File: config.mk
export PLATFORM = sky130hd
export DESIGN_NAME = hr_4t16_demux_align
export DESIGN_NICKNAME = d
export VERILOG_FILES = /design/src/rtl/hr_4t16_demux_align.sv
export SDC_FILE = /design/constraint.sdc
export NUM_CORES = 1
export LEC_CHECK = 0
export BUFFER_PORTS_ARGS = -buffer_cell sky130_fd_sc_hd__buf_2
export CAP_MARGIN = 10
export CORE_MARGIN = 2
export CORE_UTILIZATION = 45
export DETAILED_ROUTE_END_ITERATION = 10
export MAX_ROUTING_LAYER = met4
export PLACE_DENSITY_LB_ADDON = 0.08
export SLEW_MARGIN = 10
export SYNTH_ARGS = -nofsm -noshare
export SYNTH_HDL_FRONTEND = slang
export SYNTH_SLANG_ARGS = --single-unit
export TNS_END_PERCENT = 30
File: constraint.sdc
create_clock -name clk_hr -period 2.2 [get_ports clk_hr]
set_input_delay 0.11 -clock clk_hr [delete_from_list [all_inputs] [get_ports clk_hr]]
set_output_delay 0.11 -clock clk_hr [all_outputs]
set_load 0.01 [all_outputs]
File: src/rtl/hr_4t16_demux_align.sv
// Half-rate 4:16 receive demux with bit-slip word alignment.
// Four serial lanes are deserialised into 16-bit words. A training-pattern
// state machine slips the word boundary one cycle at a time until ALIGN_PAT
// is seen LOCK_CNT times in a row.
module hr_4t16_demux_align #(
  parameter logic [15:0] ALIGN_PAT = 16'h1E2D,
  parameter int unsigned LOCK_CNT  = 4
) (
  input  logic        clk_hr,
  input  logic        rst,
  input  logic [3:0]  din,
  input  logic        align_en,
  output logic [15:0] dout,
  output logic        dout_valid,
  output logic        locked,
  output logic [1:0]  word_phase,
  output logic [7:0]  slip_cnt
);

  typedef enum logic [1:0] {
    IDLE    = 2'd0,
    SEARCH  = 2'd1,
    CONFIRM = 2'd2,
    LOCKED  = 2'd3
  } state_t;

  localparam logic [3:0] LC = 4'(LOCK_CNT);

  state_t      r_state;
  logic [1:0]  r_ph;
  logic        r_hold;
  logic [15:0] r_buf;
  logic [15:0] r_dout;
  logic        r_valid;
  logic        r_locked;
  logic [3:0]  r_matchCnt;
  logic [7:0]  r_slipCnt;

  logic [15:0] w_word;
  logic        w_complete;
  logic        w_match;
  logic        w_slip;

  // Completed word: buffered bits of phases 0..2 merged with the live phase-3 lane bits
  always_comb begin
    w_word = r_buf;
    for (int i = 0; i < 4; i++) begin
      w_word[{i[1:0], 2'd3}] = din[i];
    end
  end

  // A hold cycle always sits at phase 0, so it can never coincide with a completion.
  // Slips only happen while aligning; with align_en low, SEARCH/CONFIRM exit instead.
  assign w_complete = (r_ph == 2'd3);
  assign w_match    = (w_word == ALIGN_PAT);
  assign w_slip     = w_complete && !w_match && align_en && (r_state != IDLE);

  // Datapath: lane capture, phase counter with slip hold, output word and valid pulse
  always_ff @(posedge clk_hr) begin
    if (rst) begin
      r_ph    <= 2'd0;
      r_hold  <= 1'b0;
      r_buf   <= 16'h0000;
      r_dout  <= 16'h0000;
      r_valid <= 1'b0;
    end else begin
      for (int i = 0; i < 4; i++) begin
        r_buf[{i[1:0], r_ph}] <= din[i];
      end
      if (r_hold) begin
        r_ph   <= 2'd0;
        r_hold <= 1'b0;
      end else begin
        r_ph   <= r_ph + 2'd1;
        r_hold <= w_slip;
      end
      if (w_complete) begin
        r_dout <= w_word;
      end
      r_valid <= w_complete && ((r_state == IDLE) || (r_state == LOCKED));
    end
  end

  // Alignment FSM: search, confirm and track the training pattern; counts slips
  always_ff @(posedge clk_hr) begin
    if (rst) begin
      r_state    <= IDLE;
      r_matchCnt <= 4'd0;
      r_slipCnt  <= 8'd0;
      r_locked   <= 1'b0;
    end else begin
      if (w_slip && (r_slipCnt != 8'hFF)) begin
        r_slipCnt <= r_slipCnt + 8'd1;
      end
      case (r_state)
        IDLE: begin
          if (align_en) begin
            r_state    <= SEARCH;
            r_matchCnt <= 4'd0;
          end
        end
        SEARCH: begin
          if (!align_en) begin
            r_state <= IDLE;
          end else if (w_complete && w_match) begin
            r_matchCnt <= 4'd1;
            if (LC == 4'd1) begin
              r_state  <= LOCKED;
              r_locked <= 1'b1;
            end else begin
              r_state <= CONFIRM;
            end
          end
        end
        CONFIRM: begin
          if (!align_en) begin
            r_state <= IDLE;
          end else if (w_complete) begin
            if (w_match) begin
              r_matchCnt <= r_matchCnt + 4'd1;
              if ((r_matchCnt + 4'd1) == LC) begin
                r_state  <= LOCKED;
                r_locked <= 1'b1;
              end
            end else begin
              r_state    <= SEARCH;
              r_matchCnt <= 4'd0;
            end
          end
        end
        LOCKED: begin
          if (w_slip) begin
            r_state    <= SEARCH;
            r_matchCnt <= 4'd0;
            r_locked   <= 1'b0;
          end
        end
        default: begin
          r_state  <= IDLE;
          r_locked <= 1'b0;
        end
      endcase
    end
  end

  assign dout       = r_dout;
  assign dout_valid = r_valid;
  assign locked     = r_locked;
  assign word_phase = r_ph;
  assign slip_cnt   = r_slipCnt;

endmodule

==> results.rst <==
.. list-table::
   :header-rows: 1

   * - Metric
     - Value
   * - Hold Slack
     - 129 ps
   * - Worst Hold Class
     - primary input to flip-flop
   * - Number of buffers created by CTS
     - 5
   * - Post-synthesis cell type count
     - 50
   * - Pre-Repair DR Iteration Count
     - 5
   * - # hold bufs at CTS
     - 0
   * - Pin count of the biggest net entering global routing
     - 26
   * - Final TNS setup
     - 0 ps
   * - Total core area
     - 4720 sq um
   * - Worst Setup Slack, final
     - 157 ps
   * - Total routing usage reported by global routing
     - 0.179
   * - Post-route minimum period
     - between 2000 and 2500 ps
   * - Register clock-pin slew on the reported worst setup and hold paths
     - ~80 ps
   * - Max frequency
     - 0.489 GHz
   * - Pins Over Slew Limit
     - 0
   * - Async set-reset flop share out of synthesis
     - 0
   * - Number of sinks driven by the clock tree
     - 47
   * - Total standard cell area after synthesis
     - ~2200 sq um
   * - Vertical extent of the die
     - roughly 74 um
   * - Row count
     - 25
   * - Diode count
     - 0
   * - Warnings from Yosys
     - 0
   * - Wirelength per Cell
     - 13.5 um
   * - Sequential cell area fraction in the yosys report
     - 0.429
   * - Number of flops mapped to enable cells by yosys
     - 0
   * - Number of buffers added on ports
     - 34
   * - Status
     - finished, final reports clean
   * - PnR Total Power
     - about 1.8 mW
   * - Data arrival time of the critical path
     - ~2200 ps
   * - Register-to-register setup slack
     - 160 ps
   * - Worst flop-to-flop path endpoint
     - r_matchCnt[2]
   * - Mean area per synthesized cell
     - between 9 and 10 sq um
   * - Data required time of the critical path
     - roughly 2400 ps
   * - Cell-by-cell listing of the critical path
     - or4bb_1, or4_4, nand2_4, o21ai_2, a32o_1
   * - Commonest register cell after synthesis
     - dfxtp_1
   * - Register bit total from synthesis
     - 47
   * - Placed cells
     - 318
   * - Vias in the first global route
     - 1,560
   * - Reg-to-reg critical path startpoint
     - r_buf[5]
   * - Detailed placer's ending HPWL
     - about 3200 um
   * - Drt initial violations
     - between 100 and 150
   * - Max stage delay cell, worst path
     - or4bb_1
   * - DP Worst Slack
     - between 150 and 200 ps
   * - Most frequent cells in the layout
     - dfxtp_1, nor2_1, buf_2, mux2i_1, ha_1
   * - Net count reported at finish
     - 276
   * - Element type at the critical path end
     - flip-flop
   * - Clock Root Buffer
     - clkbuf_8
   * - Die Area
     - between 5000 and 6000 sq um
   * - Post-route DRC
     - 0
   * - Final non-filler cell total
     - roughly 330
   * - Final period util
     - 0.929
   * - Unrepaired setup endpoints after global routing
     - no
   * - Final cell area excluding filler cells
     - 2550 sq um
   * - Terminating pin of the worst hold path
     - r_buf[8]
   * - Critical path startpoint category
     - flip-flop
   * - DRT Wirelength
     - approximately 4400 um
   * - Final core utilization
     - 0.540
   * - Rel. slew slack
     - 0.629
   * - Delay of the slowest critical-path stage
     - approximately 580 ps
   * - Crit Path Max Fanout
     - 4
   * - Global-route wire length before repair
     - ~7300 um
   * - Area growth, synth to finish
     - 16.3%
   * - Hold Startpoint
     - din[2]
   * - Total of max-cap violations
     - 0
   * - Power per standard cell area
     - 691 nW/um^2
   * - Placed standard-cell area
     - 2430 sq um
   * - Number of hold violations in the final report
     - 0
   * - CTS H-tree lvls
     - 2
   * - Count of vias placed by the detailed router
     - between 1.5k and 2k
   * - Proportion of layout cells with a drive suffix above 1
     - 0.216
   * - Reported leakage power
     - between 1 and 1.5 nW
   * - Number of vias per cell
     - 5.27
   * - Io pins
     - 35
   * - Starting utilization of the core area
     - 0.464
   * - Final setup violating endpoints
     - 0
   * - Residual overflow from global routing
     - 0
   * - Hold path depth
     - 3
   * - Max VDD drop
     - ~0.39 mV
   * - TritonCTS clock tree
     - yes
   * - Net Count, Synth
     - approximately 240
   * - Final estimated routing congestion in global placement
     - 0.830
   * - Antenna-violating nets left
     - 0
   * - Number of antenna violations at the first check in global routing
     - 0
   * - Horizontal die dimension
     - between 70 and 80 um
   * - Logic depth of the worst register-to-register path
     - 5
   * - Worst-case clock buffer depth
     - 2
   * - Type of the setup path with the least slack
     - flip-flop to flip-flop
   * - Clock latency on the worst-skew pair
     - 290 ps
   * - Clock Skew
     - about 3.0 ps
   * - Pin slew with the least headroom to its limit
     - around 550 ps
   * - Most common library cell in the layout ignoring fill and taps
     - dfxtp_1
   * - Number of cells produced by synthesis
     - roughly 220
-- routing by layer --
layer  global-route usage  share of wire
met3               0.0412          0.032
met2                0.274           0.48
met5                    -              0
met1                0.236           0.48
met4               0.0505         0.0070
-- how the worst max path moves through the flow --
stage	start	endpoint	slack, ps	cells after the start
2_1_floorplan	r_buf[5]	r_matchCnt[2]	270	5
6_report	r_buf[5]	r_matchCnt[2]	160	5
3_5_place_dp	r_buf[1]	slip_cnt[1]	170	5
5_1_grt	word_phase[0]	slip_cnt[5]	30	6
4_1_cts	r_buf[5]	slip_cnt[1]	150	5
3_3_place_gp	r_buf[5]	slip_cnt[1]	200	5
-- cells in the mapped netlist (2+ instances only) --
library cell	n	area, sq um
nor3b_1	3	22.5
buf_1	2	7.51
nand3_1	5	25.0
nand4_1	3	18.8
nor3_1	5	25.0
mux2i_1	31	310
nor2_1	36	135
nand3b_1	2	15.0
nand2_1	7	26.3
ha_1	11	138
nand2b_1	2	12.5
or4_1	3	22.5
or4_4	2	22.5
a32o_1	2	20.0
a21oi_1	6	30.0
dfxtp_1	47	941
inv_1	8	30.0
o21ai_1	2	10.0
xor2_1	2	17.5
o32ai_1	2	17.5
o2111ai_1	2	17.5
clkbuf_1	8	30.0
or3_1	3	18.8
o31ai_1	2	15.0
nor2b_1	3	18.8
-- repair_timing --
action	CTS	global route
buffers inserted	0	0
resized for setup	0	1
endpoints found under the setup margin	0	2
-- critical path, delay by kind of cell, from the launching register on --
| kind | cells | cell delay [ps] |
|---|---|---|
| simple gates | 3 | 1270 |
| flops | 1 | 350 |
| compound gates | 2 | 310 |
-- where the power goes --
group | switching [mW] | internal (mW) | leakage (nW)
logic | 0.123 | 0.0919 | 0.616
clock network | 0.276 | 0.368 | 0.0612
registers | 0.0246 | 0.880 | 0.381
-- cell families after synthesis --
logic type / after synthesis / synth area share
buffers and inverters: 18 / 0.0308
flip-flops: 47 / 0.429
multiplexers: 31 / 0.141
AO/OA/AOI/OAI: 30 / 0.107
adder cells (fa/ha/maj): 11 / 0.0627
XOR/XNOR: 2 / 0.00799
AND/OR/NAND/NOR: 85 / 0.221
-- area by class of cell --
class	instances	area, sq um
repair buffers	37	193
clock inverters	2	35.0
flip-flops and latches	47	941
inverters	8	30.0
clock buffers	6	82.6
fillers	458	2170
well taps	67	83.8
multi-input cells	159	1190
-- sequential cells by signal (all words and copies together) (netlist names) --
register,cells
dout,16
dout_valid,1
locked,1
r_buf,12
r_hold,1
r_matchCnt,4
r_state,2
slip_cnt,8
word_phase,2
Power figures use the tool's default switching activity.
